<file path="config.mk">
export PLATFORM = sky130hd
export DESIGN_NAME = multicycle_control_flat
export DESIGN_NICKNAME = d
export VERILOG_FILES = /design/src/rtl/multicycle_control_pkg.sv /design/src/rtl/multicycle_control_if.sv /design/src/rtl/multicycle_control_opclass.sv /design/src/rtl/multicycle_control.sv /design/src/flat_wrapper.sv
export SDC_FILE = /design/constraint.sdc
export NUM_CORES = 1
export LEC_CHECK = 0
export BUFFER_PORTS_ARGS = -buffer_cell sky130_fd_sc_hd__clkbuf_2
export CELL_PAD_IN_SITES_DETAIL_PLACEMENT = 2
export CELL_PAD_IN_SITES_GLOBAL_PLACEMENT = 2
export CORE_AREA = 2 2 78 65
export DETAILED_ROUTE_END_ITERATION = 12
export DIE_AREA = 0 0 80 67
export PLACE_DENSITY = 0.78
export SYNTH_ARGS = -nofsm -noshare
export SYNTH_HDL_FRONTEND = slang
export SYNTH_SLANG_ARGS = --single-unit
</file>
<file path="constraint.sdc">
create_clock -name clk -period 2 [get_ports clk]
set_input_delay 0.4 -clock clk [delete_from_list [all_inputs] [get_ports clk]]
set_output_delay 0.4 -clock clk [all_outputs]
set_load 0.02 [all_outputs]
</file>
<file path="src/rtl/multicycle_control_pkg.sv">
// Shared constants and types for the multicycle MIPS controller.
// State, mux encodings, opcode/funct values and ALU op codes.
package multicycle_control_pkg;

  typedef enum logic [2:0] {
    S_FETCH,
    S_DECODE,
    S_EXEC,
    S_MEM,
    S_WB,
    S_TRAP
  } state_t;

  localparam logic [2:0] OP_AND = 3'd0;
  localparam logic [2:0] OP_OR  = 3'd1;
  localparam logic [2:0] OP_ADD = 3'd2;
  localparam logic [2:0] OP_XOR = 3'd3;
  localparam logic [2:0] OP_NOR = 3'd4;
  localparam logic [2:0] OP_SUB = 3'd6;
  localparam logic [2:0] OP_SLT = 3'd7;

  localparam logic [1:0] ALU_SRC_REG        = 2'd0;
  localparam logic [1:0] ALU_SRC_SEXT_IMM16 = 2'd1;
  localparam logic [1:0] ALU_SRC_ZEXT_IMM16 = 2'd2;

  localparam logic [1:0] PC_SRC_PC4    = 2'd0;
  localparam logic [1:0] PC_SRC_BRANCH = 2'd1;
  localparam logic [1:0] PC_SRC_JUMP26 = 2'd2;
  localparam logic [1:0] PC_SRC_REG    = 2'd3;

  localparam logic [1:0] DST_RT = 2'd0;
  localparam logic [1:0] DST_RD = 2'd1;
  localparam logic [1:0] DST_RA = 2'd2;

  localparam logic [1:0] WB_ALU = 2'd0;
  localparam logic [1:0] WB_MEM = 2'd1;
  localparam logic [1:0] WB_PC  = 2'd2;

  localparam logic ADDR_PC  = 1'b0;
  localparam logic ADDR_ALU = 1'b1;

  localparam logic [5:0] OPC_RTYPE = 6'h00;
  localparam logic [5:0] OPC_J     = 6'h02;
  localparam logic [5:0] OPC_JAL   = 6'h03;
  localparam logic [5:0] OPC_BEQ   = 6'h04;
  localparam logic [5:0] OPC_BNE   = 6'h05;
  localparam logic [5:0] OPC_ADDI  = 6'h08;
  localparam logic [5:0] OPC_ANDI  = 6'h0C;
  localparam logic [5:0] OPC_ORI   = 6'h0D;
  localparam logic [5:0] OPC_LW    = 6'h23;
  localparam logic [5:0] OPC_SW    = 6'h2B;

  localparam logic [5:0] FN_JR   = 6'h08;
  localparam logic [5:0] FN_SUB  = 6'h22;
  localparam logic [5:0] FN_SUBU = 6'h23;
  localparam logic [5:0] FN_AND  = 6'h24;
  localparam logic [5:0] FN_OR   = 6'h25;
  localparam logic [5:0] FN_XOR  = 6'h26;
  localparam logic [5:0] FN_NOR  = 6'h27;
  localparam logic [5:0] FN_SLT  = 6'h2A;

  typedef struct packed {
    logic rtype;
    logic jr;
    logic ialu;
    logic lw;
    logic sw;
    logic beq;
    logic bne;
    logic j;
    logic jal;
    logic ill;
  } op_class_t;

  typedef struct packed {
    op_class_t  cls;
    logic [2:0] alu_op;
    logic [1:0] alu_src;
  } decoded_t;

  function automatic logic [2:0] funct_alu_op(
    input logic [5:0] f
  );
    case (f)
      FN_SUB, FN_SUBU: return OP_SUB;
      FN_AND:          return OP_AND;
      FN_OR:           return OP_OR;
      FN_XOR:          return OP_XOR;
      FN_NOR:          return OP_NOR;
      FN_SLT:          return OP_SLT;
      default:         return OP_ADD;
    endcase
  endfunction

endpackage

</file>
<file path="src/rtl/multicycle_control_if.sv">
// Controller <-> datapath/memory bundle.
// master = controller, slave = datapath side.
interface multicycle_control_if;
  logic [5:0] opcode;
  logic [5:0] funct;
  logic       zero;
  logic       mem_ready;
  logic       mem_req;
  logic       mem_we;
  logic       mem_addr_sel;
  logic       ir_write;
  logic       pc_write;
  logic [1:0] pc_src;
  logic       reg_write;
  logic [1:0] dst_sel;
  logic [1:0] wb_sel;
  logic [1:0] alu_src;
  logic [2:0] alu_op;
  logic       retire;
  logic       trap;

  modport master (
    input  opcode, funct, zero, mem_ready,
    output mem_req, mem_we, mem_addr_sel,
    output ir_write, pc_write, pc_src,
    output reg_write, dst_sel, wb_sel,
    output alu_src, alu_op, retire, trap
  );

  modport slave (
    output opcode, funct, zero, mem_ready,
    input  mem_req, mem_we, mem_addr_sel,
    input  ir_write, pc_write, pc_src,
    input  reg_write, dst_sel, wb_sel,
    input  alu_src, alu_op, retire, trap
  );
endinterface

</file>
<file path="src/rtl/multicycle_control_opclass.sv">
// Instruction classifier: {opcode, funct} to one-hot class
// plus the ALU op and operand select used in EXEC.
module mc_opclass
  import multicycle_control_pkg::*;
(
  input  logic [5:0] opcode,
  input  logic [5:0] funct,
  output decoded_t   dec
);

  // Pure decode table; unknown opcodes land in ill
  always_comb begin
    dec = '0;
    case (opcode)
      OPC_RTYPE: begin
        if (funct == FN_JR) begin
          dec.cls.jr = 1'b1;
        end else begin
          dec.cls.rtype = 1'b1;
          dec.alu_op    = funct_alu_op(funct);
        end
      end
      OPC_ADDI: begin
        dec.cls.ialu = 1'b1;
        dec.alu_op   = OP_ADD;
        dec.alu_src  = ALU_SRC_SEXT_IMM16;
      end
      OPC_ANDI: begin
        dec.cls.ialu = 1'b1;
        dec.alu_op   = OP_AND;
        dec.alu_src  = ALU_SRC_ZEXT_IMM16;
      end
      OPC_ORI: begin
        dec.cls.ialu = 1'b1;
        dec.alu_op   = OP_OR;
        dec.alu_src  = ALU_SRC_ZEXT_IMM16;
      end
      OPC_LW: begin
        dec.cls.lw  = 1'b1;
        dec.alu_op  = OP_ADD;
        dec.alu_src = ALU_SRC_SEXT_IMM16;
      end
      OPC_SW: begin
        dec.cls.sw  = 1'b1;
        dec.alu_op  = OP_ADD;
        dec.alu_src = ALU_SRC_SEXT_IMM16;
      end
      OPC_BEQ: begin
        dec.cls.beq = 1'b1;
        dec.alu_op  = OP_SUB;
      end
      OPC_BNE: begin
        dec.cls.bne = 1'b1;
        dec.alu_op  = OP_SUB;
      end
      OPC_J:   dec.cls.j   = 1'b1;
      OPC_JAL: dec.cls.jal = 1'b1;
      default: dec.cls.ill = 1'b1;
    endcase
  end

endmodule

</file>
<file path="src/rtl/multicycle_control.sv">
// Multicycle MIPS sequencer: FETCH/DECODE/EXEC/MEM/WB/TRAP
// with a req/ready memory handshake on a shared memory.
module multicycle_control
  import multicycle_control_pkg::*;
#(
  parameter logic [4:0] RA_REG = 5'd31
) (
  input logic                 clk,
  input logic                 rst_n,
  multicycle_control_if.master bus
);

  state_t    state_q;
  state_t    state_d;
  decoded_t  dec_d;
  decoded_t  dec_q;
  op_class_t c;

  mc_opclass u_opclass (
    .opcode (bus.opcode),
    .funct  (bus.funct),
    .dec    (dec_d)
  );

  assign c = dec_q.cls;

  // State register
  always_ff @(posedge clk or negedge rst_n) begin
    if (!rst_n) state_q <= S_FETCH;
    else        state_q <= state_d;
  end

  // Class latched while the IR is being decoded
  always_ff @(posedge clk or negedge rst_n) begin
    if (!rst_n)                  dec_q <= '0;
    else if (state_q == S_DECODE) dec_q <= dec_d;
  end

  // Next-state logic
  always_comb begin
    state_d = state_q;
    unique case (state_q)
      S_FETCH:  if (bus.mem_ready) state_d = S_DECODE;
      S_DECODE: state_d = dec_d.cls.ill ? S_TRAP : S_EXEC;
      S_EXEC: begin
        unique case (1'b1)
          c.rtype, c.ialu: state_d = S_WB;
          c.lw, c.sw:      state_d = S_MEM;
          c.ill:           state_d = S_TRAP;
          default:         state_d = S_FETCH;
        endcase
      end
      S_MEM: begin
        if (bus.mem_ready)
          state_d = c.lw ? S_WB : S_FETCH;
      end
      S_WB:    state_d = S_FETCH;
      S_TRAP:  state_d = S_TRAP;
      default: state_d = S_FETCH;
    endcase
  end

  // Datapath controls; all forced low while reset is held
  always_comb begin
    bus.mem_req      = 1'b0;
    bus.mem_we       = 1'b0;
    bus.mem_addr_sel = ADDR_PC;
    bus.ir_write     = 1'b0;
    bus.pc_write     = 1'b0;
    bus.pc_src       = PC_SRC_PC4;
    bus.reg_write    = 1'b0;
    bus.dst_sel      = DST_RT;
    bus.wb_sel       = WB_ALU;
    bus.alu_src      = ALU_SRC_REG;
    bus.alu_op       = 3'd0;
    bus.retire       = 1'b0;
    bus.trap         = 1'b0;
    if (rst_n) begin
      unique case (state_q)
        S_FETCH: begin
          bus.mem_req = 1'b1;
          if (bus.mem_ready) begin
            bus.ir_write = 1'b1;
            bus.pc_write = 1'b1;
          end
        end
        S_EXEC: begin
          bus.alu_op  = dec_q.alu_op;
          bus.alu_src = dec_q.alu_src;
          unique case (1'b1)
            c.beq, c.bne: begin
              bus.pc_src   = PC_SRC_BRANCH;
              bus.pc_write = c.beq ? bus.zero : ~bus.zero;
              bus.retire   = 1'b1;
            end
            c.j: begin
              bus.pc_write = 1'b1;
              bus.pc_src   = PC_SRC_JUMP26;
              bus.retire   = 1'b1;
            end
            c.jal: begin
              bus.pc_write  = 1'b1;
              bus.pc_src    = PC_SRC_JUMP26;
              // a link into $zero would be discarded anyway
              bus.reg_write = (RA_REG != 5'd0);
              bus.dst_sel   = DST_RA;
              bus.wb_sel    = WB_PC;
              bus.retire    = 1'b1;
            end
            c.jr: begin
              bus.pc_write = 1'b1;
              bus.pc_src   = PC_SRC_REG;
              bus.retire   = 1'b1;
            end
            default: ;
          endcase
        end
        S_MEM: begin
          bus.mem_req      = 1'b1;
          bus.mem_addr_sel = ADDR_ALU;
          bus.mem_we       = c.sw;
          bus.alu_op       = dec_q.alu_op;
          bus.alu_src      = dec_q.alu_src;
          bus.retire       = c.sw & bus.mem_ready;
        end
        S_WB: begin
          bus.reg_write = 1'b1;
          bus.retire    = 1'b1;
          unique case (1'b1)
            c.lw: begin
              bus.wb_sel  = WB_MEM;
              bus.dst_sel = DST_RT;
            end
            c.rtype: begin
              bus.dst_sel = DST_RD;
              bus.alu_op  = dec_q.alu_op;
              bus.alu_src = dec_q.alu_src;
            end
            c.ialu: begin
              bus.alu_op  = dec_q.alu_op;
              bus.alu_src = dec_q.alu_src;
            end
            default: ;
          endcase
        end
        S_TRAP:  bus.trap = 1'b1;
        default: ;
      endcase
    end
  end

endmodule

</file>
<file path="src/flat_wrapper.sv">
// flat-port wrapper written by rule: the top's interface ports become plain ports
module multicycle_control_flat import multicycle_control_pkg::*;
#(
  parameter logic [4:0] RA_REG = 5'd31
)
  (clk, rst_n, bus_opcode, bus_funct, bus_zero, bus_mem_ready, bus_mem_req, bus_mem_we, bus_mem_addr_sel, bus_ir_write, bus_pc_write, bus_pc_src, bus_reg_write, bus_dst_sel, bus_wb_sel, bus_alu_src, bus_alu_op, bus_retire, bus_trap);
  multicycle_control_if bus_i ();
  input logic clk;
  input logic rst_n;
  input wire logic [$bits(bus_i.opcode)-1:0] bus_opcode;
  input wire logic [$bits(bus_i.funct)-1:0] bus_funct;
  input wire logic [$bits(bus_i.zero)-1:0] bus_zero;
  input wire logic [$bits(bus_i.mem_ready)-1:0] bus_mem_ready;
  output wire logic [$bits(bus_i.mem_req)-1:0] bus_mem_req;
  output wire logic [$bits(bus_i.mem_we)-1:0] bus_mem_we;
  output wire logic [$bits(bus_i.mem_addr_sel)-1:0] bus_mem_addr_sel;
  output wire logic [$bits(bus_i.ir_write)-1:0] bus_ir_write;
  output wire logic [$bits(bus_i.pc_write)-1:0] bus_pc_write;
  output wire logic [$bits(bus_i.pc_src)-1:0] bus_pc_src;
  output wire logic [$bits(bus_i.reg_write)-1:0] bus_reg_write;
  output wire logic [$bits(bus_i.dst_sel)-1:0] bus_dst_sel;
  output wire logic [$bits(bus_i.wb_sel)-1:0] bus_wb_sel;
  output wire logic [$bits(bus_i.alu_src)-1:0] bus_alu_src;
  output wire logic [$bits(bus_i.alu_op)-1:0] bus_alu_op;
  output wire logic [$bits(bus_i.retire)-1:0] bus_retire;
  output wire logic [$bits(bus_i.trap)-1:0] bus_trap;
  assign bus_i.opcode = bus_opcode;
  assign bus_i.funct = bus_funct;
  assign bus_i.zero = bus_zero;
  assign bus_i.mem_ready = bus_mem_ready;
  assign bus_mem_req = bus_i.mem_req;
  assign bus_mem_we = bus_i.mem_we;
  assign bus_mem_addr_sel = bus_i.mem_addr_sel;
  assign bus_ir_write = bus_i.ir_write;
  assign bus_pc_write = bus_i.pc_write;
  assign bus_pc_src = bus_i.pc_src;
  assign bus_reg_write = bus_i.reg_write;
  assign bus_dst_sel = bus_i.dst_sel;
  assign bus_wb_sel = bus_i.wb_sel;
  assign bus_alu_src = bus_i.alu_src;
  assign bus_alu_op = bus_i.alu_op;
  assign bus_retire = bus_i.retire;
  assign bus_trap = bus_i.trap;
  multicycle_control #(.RA_REG(RA_REG)) u_core (.clk(clk), .rst_n(rst_n), .bus(bus_i));
endmodule
</file>
==> results of run 1 <==
## cell type report
type	instances	area share, %
timing repair buffer	44	15.6
sequential	18	27.6
tap	60	4.56
multi-input combinational	129	49.8
clock buffer	3	2.51
## metal layers
metal	GRT usage, %	wire, um
met1	21.7	1960
met2	31.1	2320
met3	1.22	100
met4	3.81	14
met5	0	0
## what timing repair did
action	CTS	global route
endpoints found under the setup margin	6	8
gates resized for setup	12	5
pin swaps	2	2
buffers inserted	1	3
## power by group through the flow
stage          registers (mW)  logic [mW]  clock network, mW
3_5_place_dp            0.518       0.519                  0
4_1_cts                 0.528       0.558              0.258
5_1_grt                 0.546       0.624              0.273
3_3_place_gp            0.511       0.494                  0
2_1_floorplan           0.464       0.365                  0
6_report                0.531       0.569              0.248
## worst register-to-register path, delay by kind of cell, from the launching register on
family,cells,cell delay [ps]
DFF,1,450
AOI/OAI and AO/OA,1,330
buffers and inverters,2,370
and+or+nand+nor,2,470
## synthesized netlist by cell type, types with 2 or more instances
library cell and instances:
nand2_1 26, dfrtp_1 18, nor2_1 10, o21ai_0 8, and2_1 7, nor2b_1 7, a21oi_1 6, clkbuf_1 6
and3_1 5, nand2b_1 4, nand3b_1 4, nor3_1 4, o31ai_1 4, a211o_1 3, and3b_1 3, and4_1 3
buf_2 3, nand3_1 3, nor4_1 3, o21ai_1 3, a211oi_1 2, nand4_1 2, nor3b_1 2, nor4bb_1 2
o21a_1 2, o31a_1 2, or3_1 2
## flip-flops by register name (all words and copies together) (netlist names)
signal	flops
u_core.c	10
u_core.dec_q	5
u_core.state_q	3
## logic make-up after synthesis
family	share of synthesized area [%]
and+or+nand+nor	40.3
muxes	0.782
DFF	35.2
xor gates and xnor gates	0.684
AOI/OAI and AO/OA	18.7
buffers and inverters	4.40
## metrics by stage
step | util [%] | hold slack [ps]
finish | 36.5 | 93.1
global route | 36.5 | 114
CTS | 35.8 | 103
detailed placement | 33.5 | 376
global placement | 33.5 | 368
floorplan | - | 104
## final timing paths
kind / startpoint / to / slack [ps] / depth (start not counted)
setup / recovery: u_core.c[2]$_DFFE_PN0P_ / bus_retire / -50 / 5
hold / removal: rst_n / u_core.c[2]$_DFFE_PN0P_ / 90 / 2
min in group clk: u_core.dec_q[0]$_DFFE_PN0P_ / u_core.dec_q[0]$_DFFE_PN0P_ / 480 / 2
hold reg to reg: u_core.dec_q[0]$_DFFE_PN0P_ / u_core.dec_q[0]$_DFFE_PN0P_ / 480 / 2
setup reg to reg: u_core.state_q[1]$_DFFE_PN0P_ / u_core.c[2]$_DFFE_PN0P_ / 270 / 5
max in group asynchronous: rst_n / u_core.c[7]$_DFFE_PN0P_ / 1510 / 3
==> flow_summary.yaml, run 1 <==
global_route:
  track_usage_pct: 17.0
  grt_max_degree: 17
  first_global_vias: 1429
  grt_antenna_before_repair: 0
  grt.overflow.total: 0
  grt_pass1_wl_mm: 7.09
logic_synthesis:
  ys_async_sr_fraction_pct: 100
  syn_nets: 174
  synthTopCellsByArea: "dfrtp_1 35%, nand2_1 7.6%, and2_1 3.4%, nor2b_1 3.4%, o21ai_0 3.1%"
  synth_ff_type: "dfrtp_1"
  yosysTopAreaCell: "dfrtp_1"
  synthCells: 158
  ys_ff_latch: 18
  yosys_warnings: 0
  ys_types: 41
  synth_edf_count: 0
  synth_area_um2: 1280
  postSynthAreaPerCell_um2: 8.10
  synth_top_area_share_pct: 35.2
  ys_seq_area_share_pct: 35.2
floorplanning:
  dieHeight_um: 67
  io_pins: 35
  rows: 22
  start_util_pct: 28.4
  die_x_um: 80
  die_area_um2: 5360
  core_area_um2: 4510
clocking:
  clk_pin_slew_ps: 70
  cts_hold_buffers: 0
  numCtsBuffers: 3
  cts_tree: "built"
  cts-root-buf: "clkbuf_8"
  clockBufferDepth: 2
  htreeDepth: 1
  clock_latency_ps: 250
  cts_sinks: 18
drt:
  vias: 1353
  wl_mm: 4.40
  drtIter0Drc: 49
  via_per_inst: 5.33
  detail_route.wl_per_cell_um: 17.3
  drt_first_pass_iters: 4
  drc: 0
  ant_nets: 0
worst_setup_path:
  crit_slowest_cell: "or3_4"
  critPathMaxFanout: 3
  cpLargestDelayFamily: "compound AO/OA/AOI/OAI gates"
  required_ps: 1600
  max_stage_delay_ps: 410
  worstPathArrival_ps: 1650
  crit_type: "flop to output port"
  crit_buf_inv: 1
  cp-start-kind: "flop"
  endpoint_kind: "output port"
  path_cells: "or3_4 -> o31ai_4 -> a21oi_2 -> o21a_1 -> clkbuf_8"
power_and_ir_drop:
  clkPwrFrac_pct: 18.4
  total_power_mw: 1.35
  power_switching_mw: 0.560
  p_seq_share_pct: 39.4
  p_sw_share_pct: 41.5
  p_int_mw: 0.788
  combinationalPowerShare_pct: 42.2
  power_leakage_nw: 0.729
  vdd.ir_drop.worst_mv: 0.239
  powerDensity_nw_per_um2: 819
final_layout:
  multi_input_comb_area_um2: 820
  diodes: 0
  finalInstanceArea_um2: 1650
  final_common_cell: "clkbuf_2"
  final_cells: 254
  nets: 212
  mostFrequentLayoutCells: "32 x clkbuf_2, 26 x nand2_1, 15 x dfrtp_1, 11 x buf_4, 10 x nor2_1"
  fillers: 533
  syn_to_final_growth_pct: 28.6
  ff_latch_area_um2: 454
  drive_gt1_share_pct: 30.9
placed_design:
  place_inst: 247
  dp_slack_ps: 84.0
  gp_congestion: 0.865
  io_buffers: 34
  place.detailed.hpwl_mm: 3.45
  dpl-instance-area_um2: 1510
timing:
  min_period_over_period_pct: 102
  worstMarginPinSlew_ps: 518
  slew_violations: 0
  setup-tns-final_ps: -46.9
  rsz0062_at_grt: "yes"
  hold_viol: 0
  fmax_ghz: 0.489
  fin_skew_ps: 3.65
  setup_ws_ps: -46.9
  slew_headroom_pct: 65.2
  period_needed_ps: 2050
  setup_viol: 1
worst_hold_path:
  min_path_type: "input port to async pin"
outcome:
  violations: "setup timing"
  status: "finished, violations left"
flow_run:
  maxCapViolCount: 0
No activity file was read; power rests on OpenSTA's default activity.
==> run 2: changes to the inputs <==
Settings changed: CORE_AREA 2 2 78 65 to 10 10 86 73, DIE_AREA 0 0 80 67 to 0 0 96 83.
==> run 2 against run 1 <==
  * The run still ends with setup timing left
  * Combinational power rose by 2%
  * Sequential share of layout area shrank 0.59 points
  * Clock power grew 19%
  * Non-clock buffer count up 2
  * First-iteration DRC count decreased by 47%
  * Critical path type unchanged
  * Core utilization increased by 0.80 points
  * Sequential cell count unchanged
==> flow_summary.yaml, run 2 (synthesis gave the netlist of run 1 again) <==
drt:
  wl_mm: 4.97
  vias: 1370
  detail_route.wl_per_cell_um: 19.3
  drc: 0
  ant_nets: 0
  drt_first_pass_iters: 4
  via_per_inst: 5.33
  drtIter0Drc: 26
worst_setup_path:
  required_ps: 1600
  crit_slowest_cell: "or3_4"
  path_cells: "or3_4 -> o31ai_4 -> a21oi_1 -> o21a_1 -> clkbuf_8"
  worstSetupStartpoint: "u_core.c[2]$_DFFE_PN0P_"
  reg2reg_to: "u_core.c[2]$_DFFE_PN0P_"
  worstRegToRegCells: 5
  crit_type: "flop to output port"
  path_depth: 5
  critPathMaxFanout: 2
  cp-start-kind: "flop"
  setup.worst_path.end: "bus_retire"
  cpLargestDelayFamily: "compound AO/OA/AOI/OAI gates"
  worstPathArrival_ps: 1670
  reg2reg_slack_ps: 160
  max_stage_delay_ps: 420
  r2r_start: "u_core.state_q[1]$_DFFE_PN0P_"
  endpoint_kind: "output port"
  crit_buf_inv: 1
final_layout:
  largest_register_ff_count: 10
  final_cells: 257
  nets: 214
  diodes: 0
  mostFrequentLayoutCells: "32 x clkbuf_2, 26 x nand2_1, 15 x dfrtp_1, 12 x buf_4, 10 x nor2_1"
  fillers: 541
  drive_gt1_share_pct: 31.0
  finalInstanceArea_um2: 1680
  final_common_cell: "clkbuf_2"
  finalCoreUtilization_pct: 37.3
  syn_to_final_growth_pct: 31.5
placed_design:
  place_inst: 247
  dp_slack_ps: 88.4
  io_buffers: 34
  place.detailed.hpwl_mm: 3.70
  dpl-instance-area_um2: 1510
  gp_congestion: 0.768
timing:
  period_needed_ps: 2070
  slew_violations: 0
  rsz0062_at_grt: "yes"
  fmax_ghz: 0.484
  worstMarginPinSlew_ps: 549
  setup-tns-final_ps: -87.4
  setup_ws_ps: -65.2
  hold_viol: 0
  setup_viol: 2
  fin_skew_ps: 0.860
  slew_headroom_pct: 63.1
  min_period_over_period_pct: 103
  holdWs_ps: 118
power_and_ir_drop:
  total_power_mw: 1.41
  power_leakage_nw: 0.765
  vdd.ir_drop.worst_mv: 0.245
  powerDensity_nw_per_um2: 837
floorplanning:
  rows: 22
  io_pins: 35
  core_area_um2: 4510
  dieHeight_um: 83
  die_area_um2: 7970
  start_util_pct: 28.4
  die_x_um: 96
clocking:
  clock_latency_ps: 250
  cts_tree: "built"
  numCtsBuffers: 3
  clk_pin_slew_ps: 70
  cts-root-buf: "clkbuf_8"
  htreeDepth: 1
  cts_sinks: 18
  clockBufferDepth: 2
outcome:
  violations: "setup timing"
  status: "finished, violations left"
global_route:
  track_usage_pct: 12.4
  grt_antenna_before_repair: 0
  grt_pass1_wl_mm: 8.10
  first_global_vias: 1520
  grt_max_degree: 19
  grt.overflow.total: 0
flow_run:
  maxCapViolCount: 0
worst_hold_path:
  min_path_type: "input port to async pin"
[run 2: changes by cell type in the layout (fill, tap and decap cells not counted), sizes merged]
cell,before,now
clkbuf,36,37
dlymetal6s2s,0,1
buf,11,12
[run 2: worst min path at each step]
stage	from	to	slack (ps)	cells after the start
detailed placement	rst_n	u_core.c[8]$_DFFE_PN0P_	390	2
global placement	rst_n	u_core.c[3]$_DFFE_PN0P_	370	2
CTS	rst_n	u_core.c[0]$_DFFE_PN0P_	110	2
finish	rst_n	u_core.c[5]$_DFFE_PN0P_	120	2
global route	rst_n	u_core.c[0]$_DFFE_PN0P_	130	2
floorplan	rst_n	u_core.c[0]$_DFFE_PN0P_	100	0
[run 2: per-layer routing]
metal  vias up  global-route usage [%]  part of all wire [%]  routed length, um
met2        31                    20.4                    53               2630
li1        654                       -                     -                  -
met3         6                    1.89                   4.4                220
met4         0                    5.19                   1.6                 80
met1       679                    15.2                    41               2040
met5         -                       0                     0                  0
[run 2: power by group]
group | switching, mW | internal, mW | leakage [nW]
Combinational | 0.346 | 0.235 | 0.497
Clock | 0.120 | 0.175 | 0.0288
Sequential | 0.109 | 0.423 | 0.239
Total | 0.576 | 0.833 | 0.765
[run 2: final cells by class]
type	instances	area, um^2	area share, %
flip-flops and latches	18	454	27.0
well taps	60	75.1	4.46
repair buffers	46	277	16.4
clock buffers	4	55.1	3.27
multi-input cells	129	822	48.8
[run 2: what timing repair did]
action | in CTS | in global routing
setup buffers | 2 | 4
hold endpoints to repair | 0 | 0
resized for setup | 13 | 3
pin swaps | 5 | 2
hold buffers | 0 | 0
setup endpoints to repair | 8 | 8
